$ cat src/rtl/instruction_fetch.sv
// instruction_fetch: tick-paced fetch stage between a synchronous instruction
// ROM and the execute stage, with PC wrap/skip handling and valid/ready output.
module instruction_fetch #(
  parameter int unsigned TICK_DIV    = 10000000,
  parameter int unsigned ADDR_W      = 5,
  parameter int unsigned LAST_ADDR   = 14,
  parameter int unsigned ROM_LATENCY = 1
) (
  input  logic              clk,
  input  logic              rst,
  output logic [ADDR_W-1:0] rom_addr,
  input  logic [7:0]        rom_data,
  output logic [7:0]        instr,
  output logic [4:0]        instr_opcode,
  output logic [2:0]        instr_operand,
  output logic              instr_valid,
  input  logic              instr_ready,
  input  logic              skip,
  input  logic              halt,
  output logic [ADDR_W-1:0] pc,
  output logic              tick,
  output logic              overrun
);

  localparam int unsigned DIV_W  = $clog2(TICK_DIV);
  localparam int unsigned WAIT_W = $clog2(ROM_LATENCY + 1);
  localparam int unsigned PC_WW  = ADDR_W + 1;

  typedef enum logic [1:0] {
    S_IDLE,
    S_ISSUE,
    S_WAIT,
    S_VALID
  } state_t;

  state_t             r_state;
  state_t             w_state_nxt;
  logic [DIV_W-1:0]   r_div;
  logic               r_tick;
  logic [WAIT_W-1:0]  r_wait;
  logic [ADDR_W-1:0]  r_rom_addr;
  logic [ADDR_W-1:0]  r_pc;
  logic [7:0]         r_instr;
  logic               r_valid;
  logic               r_overrun;
  logic               w_start;
  logic               w_capture;
  logic               w_accept;
  logic [PC_WW-1:0]   w_pc_sum;
  logic [PC_WW-1:0]   w_pc_wrap;
  logic [ADDR_W-1:0]  w_pc_nxt;

  // Free-running step divider; tick is registered so it lines up with count TICK_DIV-1
  always_ff @(posedge clk) begin
    if (rst) begin
      r_div  <= '0;
      r_tick <= 1'b0;
    end else begin
      r_div  <= (r_div == DIV_W'(TICK_DIV - 1)) ? '0 : r_div + DIV_W'(1);
      r_tick <= (r_div == DIV_W'(TICK_DIV - 2));
    end
  end

  // State register
  always_ff @(posedge clk) begin
    if (rst) begin
      r_state <= S_IDLE;
    end else begin
      r_state <= w_state_nxt;
    end
  end

  // Next-state and per-cycle control strobes
  always_comb begin
    w_state_nxt = r_state;
    w_start     = 1'b0;
    w_capture   = 1'b0;
    w_accept    = 1'b0;
    case (r_state)
      S_IDLE: begin
        if (r_tick && !halt) begin
          w_start     = 1'b1;
          w_state_nxt = S_ISSUE;
        end
      end
      S_ISSUE: begin
        w_state_nxt = S_WAIT;
      end
      S_WAIT: begin
        if (r_wait == '0) begin
          w_capture   = 1'b1;
          w_state_nxt = S_VALID;
        end
      end
      S_VALID: begin
        if (r_valid && instr_ready) begin
          w_accept    = 1'b1;
          w_state_nxt = S_IDLE;
        end
      end
      default: begin
        w_state_nxt = S_IDLE;
      end
    endcase
  end

  // Next PC: step by 1 or 2 and fold back past LAST_ADDR in one extra bit
  always_comb begin
    w_pc_sum  = {1'b0, r_pc} + (skip ? PC_WW'(2) : PC_WW'(1));
    w_pc_wrap = (w_pc_sum > PC_WW'(LAST_ADDR)) ? w_pc_sum - PC_WW'(LAST_ADDR + 1) : w_pc_sum;
    w_pc_nxt  = w_pc_wrap[ADDR_W-1:0];
  end

  // Fetch datapath: ROM address, latency counter, instruction capture, PC, overrun
  always_ff @(posedge clk) begin
    if (rst) begin
      r_rom_addr <= '0;
      r_wait     <= '0;
      r_instr    <= '0;
      r_valid    <= 1'b0;
      r_pc       <= '0;
      r_overrun  <= 1'b0;
    end else begin
      if (w_start) begin
        r_rom_addr <= r_pc;
      end
      if (r_state == S_ISSUE) begin
        r_wait <= WAIT_W'(ROM_LATENCY - 1);
      end else if ((r_state == S_WAIT) && (r_wait != '0)) begin
        r_wait <= r_wait - WAIT_W'(1);
      end
      if (w_capture) begin
        r_instr <= rom_data;
        r_valid <= 1'b1;
      end else if (w_accept) begin
        r_valid <= 1'b0;
        r_pc    <= w_pc_nxt;
      end
      if (r_tick && (r_state != S_IDLE)) begin
        r_overrun <= 1'b1;
      end
    end
  end

  assign rom_addr      = r_rom_addr;
  assign instr         = r_instr;
  assign instr_opcode  = r_instr[7:3];
  assign instr_operand = r_instr[2:0];
  assign instr_valid   = r_valid;
  assign pc            = r_pc;
  assign tick          = r_tick;
  assign overrun       = r_overrun;

endmodule

$ cat config.mk
export PLATFORM = sky130hd
export DESIGN_NAME = instruction_fetch
export DESIGN_NICKNAME = d
export VERILOG_FILES = /design/src/rtl/instruction_fetch.sv
export SDC_FILE = /design/constraint.sdc
export NUM_CORES = 1
export LEC_CHECK = 0
export CORE_UTILIZATION = 57
export CTS_CLUSTER_SIZE = 28
export DETAILED_ROUTE_END_ITERATION = 8
export PLACE_DENSITY = 0.92
export SLEW_MARGIN = 10
export SYNTH_ARGS = -nofsm -noshare
export SYNTH_HDL_FRONTEND = slang
export SYNTH_SLANG_ARGS = --single-unit
$ cat constraint.sdc
create_clock -name clk -period 4 [get_ports clk]
set_input_delay 0.4 -clock clk [delete_from_list [all_inputs] [get_ports clk]]
set_output_delay 0.4 -clock clk [all_outputs]
set_load 0.01 [all_outputs]
==> impl_metrics.env, run 1 <==
export IMPL_status="finished clean"
export IMPL_hpwlAfterDp_mm=3.69
export IMPL_dr_pass1_iters=4
export IMPL_htreeDepth=2
export IMPL_diodes=0
export IMPL_wirelength_mm=5.06
export IMPL_wire_per_inst_um=14.1
export IMPL_ys_seq_elements=48
export IMPL_cts_resized=0
export IMPL_hold_viol=0
export IMPL_cts_setup_buffers=0
export IMPL_cts_root_buffer="clkbuf_8"
export IMPL_initial_core_util_pct=60.0
export IMPL_rsz0062_at_grt="no"
export IMPL_worstSetupStartpointType="input pin"
export IMPL_leakage_nw=1.08
export IMPL_grt_max_degree=28
export IMPL_hold_class="reg2reg"
export IMPL_worstPathMaxFanout=8
export IMPL_place_ws_ns=0.568
export IMPL_hold_buffers=0
export IMPL_max_freq_mhz=319
export IMPL_avgSynthCellArea_um2=8.79
export IMPL_crit_type="in2reg"
export IMPL_via_per_inst=5.76
export IMPL_io_buffers=41
export IMPL_layout_commonest_cell="dfxtp_1"
export IMPL_die_h_um=67.3
export IMPL_period_needed_ns=3.14
export IMPL_path_clk_slew_ns=0.09
export IMPL_antenna_left=0
export IMPL_grt_first_pass_wirelength_mm=8.18
export IMPL_synthArstFlopShare_pct=0
export IMPL_cap_violations=0
export IMPL_nets=331
export IMPL_grt_pass1_vias=1920
export IMPL_power_mw=0.806
export IMPL_fin_worst_skew_ns=0.00760
export IMPL_synth_area_um2=2430
export IMPL_slew_headroom_pct=41.8
export IMPL_finalSetupTns_ns=0
export IMPL_syn_nets=301
export IMPL_globalplace_congestion=0.860
export IMPL_grt_use_total_pct=24.4
export IMPL_drtIter0Drc=163
export IMPL_final_cell_mix="dfxtp_1 (48), nor2_1 (41), clkdlybuf4s50_1 (41)"
export IMPL_critPathArrivalTime_ns=3.34
export IMPL_ys_warn_count=0
export IMPL_synth_top_flop_cell="dfxtp_1"
export IMPL_cts_buffer_depth=2
export IMPL_setup_viol=0
export IMPL_die_x_um=67.3
export IMPL_cp_required_ns=4.20
export IMPL_whs_path_depth=2
export IMPL_p_per_area_nw_per_um2=280
export IMPL_syn_inst=277
export IMPL_placementRows=23
export IMPL_layout_cells_non_filler=358
export IMPL_antenna_found_initial=0
export IMPL_die_area_um2=4530
export IMPL_clock_latency_ns=0.31
export IMPL_cts_tree="built"
export IMPL_io_pins=42
export IMPL_num_vias=2063
export IMPL_cts_buffers=5
export IMPL_areaGrowthSynthToFinish_pct=18.3
export IMPL_ir_worst_vdd_uv=182
export IMPL_dp_cells=350
export IMPL_min_period_over_period_pct=78.5
export IMPL_global_route_overflow_total=0
export IMPL_fin_util_pct=70.9
export IMPL_synth_edf_count=0
export IMPL_slew_violations=0
export IMPL_worstSetupEndpointType="flip-flop"
export IMPL_final_layout_size_suffix_gt1_share_pct=6.49
export IMPL_core_um2=4060
export IMPL_drc=0
export IMPL_reg2reg_depth=8
export IMPL_ys_types=49
export IMPL_seq_area_frac_synth_pct=39.5
export IMPL_cts_sinks=48
export IMPL_tightest_slew_ns=0.873
export IMPL_fin_ws_ns=0.861
## final timing paths
check / from / endpoint / slack [ns]
max reg2reg: pc[0] / pc[2] / 1.24
min reg2reg: instr[7] / instr[7] / 0.47
min: instr[7] / instr[7] / 0.47
max: skip / pc[2] / 0.86
## stage by stage
stage | hold slack [ns] | area [um2]
final | 0.470 | 2880
after global routing | 0.500 | 2880
after CTS | 0.474 | 2880
after detailed placement | 0.462 | 2790
after global placement | 0.454 | 2790
after floorplan | 0.441 | 2430
## final cells by class
cell class	instances	area, um2
flip-flops and latches	48	961
well taps	50	62.6
fillers	309	1180
multi-input cells	200	1310
inverters	10	37.5
repair buffers	42	418
clock buffers	5	68.8
clock inverters	3	18.8
## registers in the layout, summed over array words and instances, names as in the netlist
register / cells
instr: 8
instr_valid: 1
overrun: 1
pc: 5
r_div: 24
r_state: 2
r_wait: 1
rom_addr: 5
tick: 1
## power breakdown
group / leakage [nW] / switching [mW] / total (mW) / internal (mW)
logic: 0.649 / 0.0179 / 0.0361 / 0.0182
registers: 0.387 / 0.00311 / 0.483 / 0.480
clock network: 0.0479 / 0.165 / 0.287 / 0.122
## cells in the mapped netlist, types with 2 or more instances
library cell | count | share of area, %
dfxtp_1 | 48 | 39
nor2_1 | 41 | 6.3
nand2_1 | 28 | 4.3
a21oi_1 | 14 | 2.9
xnor2_1 | 14 | 5.0
nand3_1 | 12 | 2.5
buf_4 | 10 | 3.1
ha_1 | 10 | 5.1
inv_1 | 10 | 1.5
xor2_1 | 9 | 3.2
nand4_1 | 6 | 1.5
nor3_1 | 6 | 1.2
mux2i_1 | 5 | 2.1
nor4b_1 | 5 | 1.8
clkbuf_1 | 4 | 0.62
nand2b_1 | 4 | 1.0
a31oi_1 | 3 | 0.77
and3_1 | 3 | 0.77
and4_1 | 3 | 1.1
buf_2 | 3 | 0.62
a211oi_1 | 2 | 0.62
a21o_1 | 2 | 0.62
buf_6 | 2 | 0.93
nand4b_1 | 2 | 0.72
nor2b_1 | 2 | 0.51
nor4_1 | 2 | 0.51
o211ai_1 | 2 | 0.62
o31ai_1 | 2 | 0.62
or2_2 | 2 | 0.51
or4_1 | 2 | 0.62
## critical path: stages
cell and delay, ns:
clkdlybuf4s50_1 0.55, inv_1 0.07, ha_1 0.24, fa_1 0.67, ha_1 0.25, inv_1 0.09
a41o_1 0.24, o21a_2 0.23, a311oi_2 0.27, mux2_1 0.34
## logic make-up (layout without fill, tap and decap cells)
kind of cell             Yosys count  count (layout)  share of synthesized area, %
adder cells (fa/ha/maj)           11              11                          5.96
multiplexers                       6               6                          2.52
flip-flops                        48              48                          39.5
buffers and inverters             29              60                          6.79
AND/OR/NAND/NOR                  126             126                          27.2
XOR/XNOR                          23              23                          8.28
AO/OA/AOI/OAI                     34              34                          9.77
## per-layer routing
| metal | global-route usage, % | up-vias | part of all wire [%] |
|---|---|---|---|
| met3 | 5.07 | 14 | 6.2 |
| met5 | 0 | - | 0 |
| li1 | - | 1009 | - |
| met1 | 26.6 | 966 | 42 |
| met4 | 13.8 | 0 | 2.5 |
| met2 | 43.5 | 74 | 49 |
No activity file was read; power rests on OpenSTA's default activity.
==> run 2: changes to the inputs <==
--- a/config.mk
+++ b/config.mk
@@ -5,10 +5,10 @@
 export SDC_FILE = /design/constraint.sdc
 export NUM_CORES = 1
 export LEC_CHECK = 0
-export CORE_UTILIZATION = 57
+export CORE_UTILIZATION = 47
 export CTS_CLUSTER_SIZE = 28
 export DETAILED_ROUTE_END_ITERATION = 8
-export PLACE_DENSITY = 0.92
+export PLACE_DENSITY = 0.82
 export SLEW_MARGIN = 10
 export SYNTH_ARGS = -nofsm -noshare
 export SYNTH_HDL_FRONTEND = slang
==> constraint.sdc (replaced) <==
create_clock -name clk -period 2.7 [get_ports clk]
set_input_delay 0.27 -clock clk [delete_from_list [all_inputs] [get_ports clk]]
set_output_delay 0.27 -clock clk [all_outputs]
set_load 0.01 [all_outputs]
==> run 2 against run 1 <==
Against the previous run:
- sequential share of layout area shrank 2.0 points
- count of clock-buffer cells in the layout grew 1
- first-iteration DRC count shrank 29%
- largest cell class unchanged
- critical endpoint unchanged
- critical path type is now reg2reg
- routed wire length grew 0.85%
- highest routed layer unchanged
- worst setup slack lost 0.72 ns
- register-to-register slack lost 1.1 ns
- critical path depth shrank 2
- cell area grew 6.3%
- core utilization shrank 7.8 points
- combinational power grew 71%
- via count grew 1.5%
- largest power group unchanged
==> impl_metrics.env, run 2 (synthesis gave the netlist of run 1 again) <==
export IMPL_cts_buffers=5
export IMPL_worstSetupEndpointType="flip-flop"
export IMPL_grt_first_pass_wirelength_mm=8.40
export IMPL_die_x_um=74.0
export IMPL_ir_worst_vdd_uv=463
export IMPL_cts_sinks=48
export IMPL_pwr_share_comb_pct=4.7
export IMPL_hpwlAfterDp_mm=3.70
export IMPL_p_sw_mw=0.270
export IMPL_num_vias=2093
export IMPL_clkPwrFrac_pct=41.0
export IMPL_internal_power_mw=1.05
export IMPL_use_met2_pct=34.2
export IMPL_fin_util_pct=63.1
export IMPL_cts_buffer_depth=2
export IMPL_min_period_over_period_pct=94.9
export IMPL_grt_max_degree=22
export IMPL_globalplace_congestion=0.871
export IMPL_via_per_inst=5.38
export IMPL_final_layout_size_suffix_gt1_share_pct=11.5
export IMPL_place_ws_ns=-0.325
export IMPL_placementRows=25
export IMPL_cts_tree="built"
export IMPL_nets=345
export IMPL_drc=0
export IMPL_tightest_slew_ns=0.765
export IMPL_fin_worst_skew_ns=0.0107
export IMPL_largest_reg_flops=24
export IMPL_cp_required_ns=2.89
export IMPL_hold_viol=0
export IMPL_die_area_um2=5470
export IMPL_dr_pass1_iters=4
export IMPL_grt_pass1_vias=1930
export IMPL_grt_use_total_pct=19.9
export IMPL_worstPathMaxFanout=4
export IMPL_wire_per_inst_um=13.1
export IMPL_die_h_um=74.0
export IMPL_antenna_left=0
export IMPL_regMostFlops="r_div"
export IMPL_max_freq_mhz=390
export IMPL_p_per_area_nw_per_um2=430
export IMPL_hold_class="reg2reg"
export IMPL_clock_latency_ns=0.30
export IMPL_diodes=0
export IMPL_drtIter0Drc=116
export IMPL_critPathArrivalTime_ns=2.75
export IMPL_slew_headroom_pct=48.9
export IMPL_status="finished clean"
export IMPL_leakage_nw=1.17
export IMPL_swShare_pct=20.5
export IMPL_hold_ws_ns=0.471
export IMPL_fill_cells=406
export IMPL_worstSetupStartpointType="flip-flop"
export IMPL_period_needed_ns=2.56
export IMPL_crit_type="reg2reg"
export IMPL_rsz0062_at_grt="no"
export IMPL_power_mw=1.32
export IMPL_io_buffers=41
export IMPL_initial_core_util_pct=50.2
export IMPL_path_clk_slew_ns=0.09
export IMPL_htreeDepth=2
export IMPL_io_pins=42
export IMPL_cts_root_buffer="clkbuf_8"
export IMPL_layout_commonest_cell="dfxtp_1"
export IMPL_core_um2=4850
export IMPL_global_route_overflow_total=0
export IMPL_antenna_found_initial=0
export IMPL_fin_ws_ns=0.137
export IMPL_use_met1_pct=24.4
export IMPL_cap_violations=0
export IMPL_slew_violations=0
export IMPL_use_met3_pct=4.20
export IMPL_wirelength_mm=5.11
export IMPL_hold_buffers=0
export IMPL_pwr_share_seq_pct=54.3
export IMPL_finalSetupTns_ns=0
export IMPL_gr_max_usage_layer="met2"
export IMPL_areaGrowthSynthToFinish_pct=25.8
export IMPL_setup_viol=0
export IMPL_final_cell_mix="dfxtp_1 (48), nor2_1 (41), clkdlybuf4s50_1 (40)"
==> run 2: stage by stage <==
stage / instances / instance area, um2
after floorplan: 277 / 2430
after global placement: 381 / 2910
after detailed placement: 381 / 2910
after CTS: 389 / 3040
after global routing: 389 / 3060
final: 389 / 3060
==> run 2: cell type report <==
class / count / area, um2 / area share (%)
Clock buffer: 6 / 82.6 / 2.70
Sequential cell: 48 / 961 / 31.4
Timing Repair Buffer: 56 / 526 / 17.2
Inverter: 10 / 37.5 / 1.23
Clock inverter: 2 / 38.8 / 1.27
Tap cell: 67 / 83.8 / 2.74
Multi-Input combinational cell: 200 / 1330 / 43.5
==> run 2: repair_timing <==
| item | in CTS | in global routing |
|---|---|---|
| pin swaps | 1 | 7 |
| setup endpoints to repair | 1 | 2 |
| resized for setup | 1 | 5 |
| setup buffers | 0 | 0 |
==> run 2: path summary, 6_finish.rpt <==
check / start / endpoint / slack, ns / cells after the start
worst max-delay path: pc[0] / pc[2] / 0.14 / 8
worst min-delay path: instr[2] / instr[2] / 0.47 / 2
worst max register to register: pc[0] / pc[2] / 0.14 / 8
worst min register to register: instr[2] / instr[2] / 0.47 / 2
==> run 2: power groups by stage <==
stage	combinational, mW	clock (mW)	sequential [mW]
after floorplan	0.0279	0	0.731
after global placement	0.0581	0	0.732
after detailed placement	0.0596	0	0.732
after CTS	0.0605	0.553	0.715
after global routing	0.0681	0.581	0.716
final	0.0619	0.540	0.715
==> run 2: worst max-delay path, stage by stage, from the launching register on <==
cell,delay [ns]
dfxtp_1,0.35
ha_2,0.20
fa_1,0.62
ha_4,0.17
nand4b_1,0.12
o221ai_2,0.14
o21a_2,0.23
a311oi_2,0.27
mux2_1,0.34
==> run 2: layer usage <==
metal	wire length, um	up-vias
li1	-	1041
met1	2230	967
met2	2520	75
met3	275	10
met4	82	0
met5	0	-
==> run 3: changes to the inputs <==
--- a/config.mk
+++ b/config.mk
@@ -9,6 +9,8 @@
 export CTS_CLUSTER_SIZE = 28
 export DETAILED_ROUTE_END_ITERATION = 8
 export PLACE_DENSITY = 0.82
+export REMOVE_ABC_BUFFERS = 1
+export SKIP_LAST_GASP = 1
 export SLEW_MARGIN = 10
 export SYNTH_ARGS = -nofsm -noshare
 export SYNTH_HDL_FRONTEND = slang
==> run 3 against run 2 <==
Against the previous run:
- first-iteration DRC count grew 22%
- global-route usage decreased by 0.080 points
- clock power down 17%
- clock skew shrank 0.0018 ns
- cell area decreased by 0.61%
- die area did not move
- worst hold slack got worse by 0.0028 ns
- worst setup slack better by 0.0076 ns
- flip-flop and latch count did not move
- routed wire length rose by 2.9%
- combinational power down 3%
- critical path type unchanged
- largest power group unchanged
- highest routed layer unchanged
==> impl_metrics.env, run 3 (synthesis gave the netlist of run 1 again) <==
export IMPL_status="finished clean"
export IMPL_slew_violations=0
export IMPL_cp_common_cell="ha_2"
export IMPL_final_layout_size_suffix_gt1_share_pct=12.0
export IMPL_core_um2=4850
export IMPL_worstSetupEndpointType="flip-flop"
export IMPL_placementRows=25
export IMPL_clkPwrFrac_pct=36.7
export IMPL_cts_sinks=48
export IMPL_fin_worst_skew_ns=0.00899
export IMPL_pwr_share_comb_pct=4.9
export IMPL_cap_violations=0
export IMPL_drtIter0Drc=142
export IMPL_swShare_pct=22.3
export IMPL_cts_buffer_depth=2
export IMPL_largest_reg_flops=24
export IMPL_finalSetupTns_ns=0
export IMPL_setup_viol=0
export IMPL_cts_root_buffer="clkbuf_8"
export IMPL_fin_ws_ns=0.145
export IMPL_cp_required_ns=2.89
export IMPL_grt_pass1_vias=1952
export IMPL_global_route_overflow_total=0
export IMPL_grt_use_total_pct=19.8
export IMPL_antenna_found_initial=0
export IMPL_p_sw_mw=0.273
export IMPL_path_cells="ha_2 -> fa_1 -> ha_2 -> nand4b_1 -> o221ai_2 -> o31ai_2 -> a311oi_2 -> mux2_4"
export IMPL_path_clk_slew_ns=0.09
export IMPL_dr_pass1_iters=5
export IMPL_wirelength_mm=5.25
export IMPL_worstSetupStartpointType="flip-flop"
export IMPL_hpwlAfterDp_mm=3.62
export IMPL_crit_start="pc[0]"
export IMPL_ir_worst_vdd_uv=201
export IMPL_die_x_um=74.0
export IMPL_hold_viol=0
export IMPL_worstPathMaxFanout=4
export IMPL_timing_rr_start="pc[0]"
export IMPL_wire_per_inst_um=13.4
export IMPL_die_h_um=74.0
export IMPL_period_needed_ns=2.56
export IMPL_initial_core_util_pct=50.2
export IMPL_crit_path_top_delay_cell="fa_1"
export IMPL_pwr_share_seq_pct=58.4
export IMPL_nets=347
export IMPL_cts_buffers=5
export IMPL_min_from="instr[6]"
export IMPL_tightest_slew_ns=0.777
export IMPL_layout_commonest_cell="dfxtp_1"
export IMPL_crit_type="reg2reg"
export IMPL_htreeDepth=2
export IMPL_cpPeakStageDelay_ns=0.44
export IMPL_fill_cells=403
export IMPL_grt_max_degree=27
export IMPL_diodes=0
export IMPL_p_per_area_nw_per_um2=403
export IMPL_fin_util_pct=62.7
export IMPL_max_freq_mhz=391
export IMPL_cts_tree="built"
export IMPL_min_period_over_period_pct=94.6
export IMPL_areaGrowthSynthToFinish_pct=25.0
export IMPL_regMostFlops="r_div"
export IMPL_hold_class="reg2reg"
export IMPL_critPathArrivalTime_ns=2.75
export IMPL_internal_power_mw=0.951
export IMPL_rrSetupSlack_ns=0.14
export IMPL_slew_headroom_pct=48.1
export IMPL_rsz0062_at_grt="no"
export IMPL_place_ws_ns=-0.317
export IMPL_num_vias=2127
export IMPL_antenna_left=0
export IMPL_die_area_um2=5470
export IMPL_grt_first_pass_wirelength_mm=8.40
export IMPL_leakage_nw=1.16
export IMPL_final_cell_mix="dfxtp_1 (48), nor2_1 (41), clkdlybuf4s50_1 (40)"
export IMPL_drc=0
export IMPL_io_buffers=41
export IMPL_hold_ws_ns=0.468
export IMPL_globalplace_congestion=0.870
export IMPL_io_pins=42
export IMPL_via_per_inst=5.44
export IMPL_clock_latency_ns=0.30
run 3: cell count changes in the layout (fill, tap and decap cells not counted), sizes merged:
cell	previous run	this run
clkinv	1	0
bufinv	1	0
clkinvlp	0	1
buf	15	17
clkbuf	6	7
run 3: stage by stage:
stage / instances / total power [mW] / instance area [um2]
after floorplan: 258 / 0.753 / 2310
after global placement: 381 / 0.789 / 2910
after detailed placement: 381 / 0.790 / 2910
after CTS: 389 / 1.24 / 3010
after global routing: 391 / 1.28 / 3040
final: 391 / 1.22 / 3040
run 3: worst paths after layout:
path,depth (start not counted),end
max reg2reg,8,pc[2]
max,8,pc[2]
min reg2reg,2,instr[6]
min,2,instr[6]
run 3: layer usage:
metal / share of wire [%] / wire (um) / global-route usage [%] / up-vias
met1: 45 / 2350 / 23.4 / 1001
met2: 47 / 2460 / 33.8 / 78
li1: - / - / - / 1033
met4: 2.1 / 110 / 8.55 / 0
met3: 6.3 / 332 / 5.15 / 15
met5: 0 / 0 / 0 / -
run 3: final cells by class:
type	count	area [um2]	share of cell area [%]
multi-input combinational	200	1330	43.6
sequential	48	961	31.6
timing repair buffer	58	541	17.8
clock buffer	7	86.3	2.84
tap	67	83.8	2.76
inverter	10	37.5	1.23
clock inverter	1	7.51	0.247
run 3: timing repair:
| action | CTS | global route |
|---|---|---|
| setup buffers | 0 | 2 |
| endpoints found under the setup margin | 1 | 2 |
| gates resized for setup | 2 | 4 |
| hold buffers | 0 | 0 |
| pin swaps | 4 | 8 |
run 3: critical path, delay by kind of cell (launching register included):
kind,cells,cell delay (ns)
AND/OR/NAND/NOR,1,0.19
multiplexers,1,0.32
adder cells (fa/ha/maj),3,0.89
flip-flops,1,0.41
AO/OA/AOI/OAI,3,0.63
run 3: power groups by stage:
stage          Clock [mW]  Combinational (mW)  Sequential (mW)
2_1_floorplan           0              0.0216            0.731
3_3_place_gp            0              0.0573            0.732
3_5_place_dp            0              0.0581            0.732
4_1_cts             0.460              0.0595            0.715
5_1_grt             0.494              0.0654            0.716
6_report            0.449              0.0600            0.715
==> edit (settings of run 3) <==
Make the reset (`rst`) asynchronous in 3 clocked blocks.
--- a/src/rtl/instruction_fetch.sv
+++ b/src/rtl/instruction_fetch.sv
@@ -51,7 +51,7 @@
   logic [ADDR_W-1:0]  w_pc_nxt;
 
   // Free-running step divider; tick is registered so it lines up with count TICK_DIV-1
-  always_ff @(posedge clk) begin
+  always_ff @(posedge clk or posedge rst) begin
     if (rst) begin
       r_div  <= '0;
       r_tick <= 1'b0;
@@ -62,7 +62,7 @@
   end
 
   // State register
-  always_ff @(posedge clk) begin
+  always_ff @(posedge clk or posedge rst) begin
     if (rst) begin
       r_state <= S_IDLE;
     end else begin
@@ -112,7 +112,7 @@
   end
 
   // Fetch datapath: ROM address, latency counter, instruction capture, PC, overrun
-  always_ff @(posedge clk) begin
+  always_ff @(posedge clk or posedge rst) begin
     if (rst) begin
       r_rom_addr <= '0;
       r_wait     <= '0;
Check against the original RTL: no difference found for any inputs over 10 cycles, from zero or initial values and one cycle with rst high; that may be too few to reach the edited logic, so the function may still have changed.
==> edit against run 3 <==
Final cell count fell by 6.1%. Wire length is 1.4% lower. Critical endpoint is now pc[2]. Synthesized area grew 8.0%. Power down 0.97%. Clock skew down 0.00066 ns. Sequential cell count unchanged. Final area grew 6.2%. Synthesized cell count shrank 9.0%. Clock power fell by 2%. Maximum frequency is 0.32% higher. Setup slack better by 0.0081 ns.
==> edit: results (changes against run 3) <==
status finished, final reports clean; worst r2r src pc[0]; maximum VDD drop 304.0 uV (+51%); post-synthesis adder-cell area fraction 0.05521 (-0.004428); share of layout cells above drive strength 1 0.1582 (+0.03788); drt total wl 5179 microns (-1.4%); CP max-delay cell or4_1; Cells after DPL 359 (-5.8%); fillers 426 (+5.7%); mux cell area share after synthesis 0.05521 (+0.03002); ys async rst share 1.000 (+1.000); TritonRoute pass-1 iters 4 (-1); Arr. time, crit path 2.79 ns (+0.04 ns); GP Congestion 0.8097 (-6.9%); Worst path max stage delay 0.49 ns (+0.05 ns); clock-net power 0.441 mW (-2%); nets@finish 320 (-7.8%); Avg Inst Size Synth 10.43 sq um (+19%); switch share 0.2141 (-0.009170); FF-to-FF setup slack 0.23 ns (+0.09 ns); top cell type by total area after synthesis dfrtp_1; Finished Layout Cells 367 (-6.1%); largest net degree at the start of global routing 23 (-15%); clk_skew 0.008323 ns (-0.0006644 ns); sequential fraction of the synthesis area 0.4569 (+0.06207); Via density 5.343 (-1.8%); Worst Setup SP skip; Worst Max-Slew Pin Slew 0.5723 ns (-0.2050 ns); Primary FF master, synth dfrtp_1
-- edit: changes by cell type after synthesis, sizes merged, moves of 4 or more --
cell and delta:
mux2 +11, dfxtp -48, mux2i -4, nand2 -8, nor2 -18, dfrtp +48
buf -4, a21oi -8, o21ai +4
-- edit: stage by stage --
step                      setup WS [ns]  area (sq um)
after global placement          -0.2388          3120
after global routing            0.02415          3231
after floorplan                 0.06670          2532
after detailed placement        -0.3151          3120
final                            0.1529          3231
after CTS                       0.01735          3214
-- edit: layout make-up --
type | instances | share of cell area
clock buffers | 7 | 0.02672
clock inverters | 1 | 0.002324
inverters | 9 | 0.01046
multi-input cells | 179 | 0.4067
flip-flops and latches | 48 | 0.3718
well taps | 70 | 0.02711
repair buffers | 53 | 0.1549
-- edit: worst min path at each step --
stage	startpoint	to	slack, ns
4_1_cts	rst	instr[0]	0.29
3_5_place_dp	overrun	overrun	0.45
5_1_grt	rst	r_div[18]	0.30
2_1_floorplan	rom_data[0]	instr[0]	0.42
6_report	rst	instr[1]	0.28
3_3_place_gp	overrun	overrun	0.44
-- edit: kinds of logic after synthesis --
group / Yosys count
compound gates: 28
simple gates: 103
xor+xnor: 24
buf+inv: 25
mux: 13
flops: 48
fa+ha+maj: 11
-- edit: per-layer routing --
layer / global-route usage / vias up
li1: - / 957
met1: 0.2406 / 959
met2: 0.3366 / 36
met3: 0.04762 / 9
met4: 0.05192 / 0
met5: 0 / -
-- edit: worst register-to-register path: cells and delay by family, from the launching register on --
family,cells,cell delay [ns]
adder cells (fa/ha/maj),3,0.91
AND/OR/NAND/NOR,3,0.74
flip-flops,1,0.42
AO/OA/AOI/OAI,2,0.35
-- edit: repair_timing --
item,CTS,global route
resized for setup,0,3
setup buffers,0,0
endpoints found under the setup margin,0,4
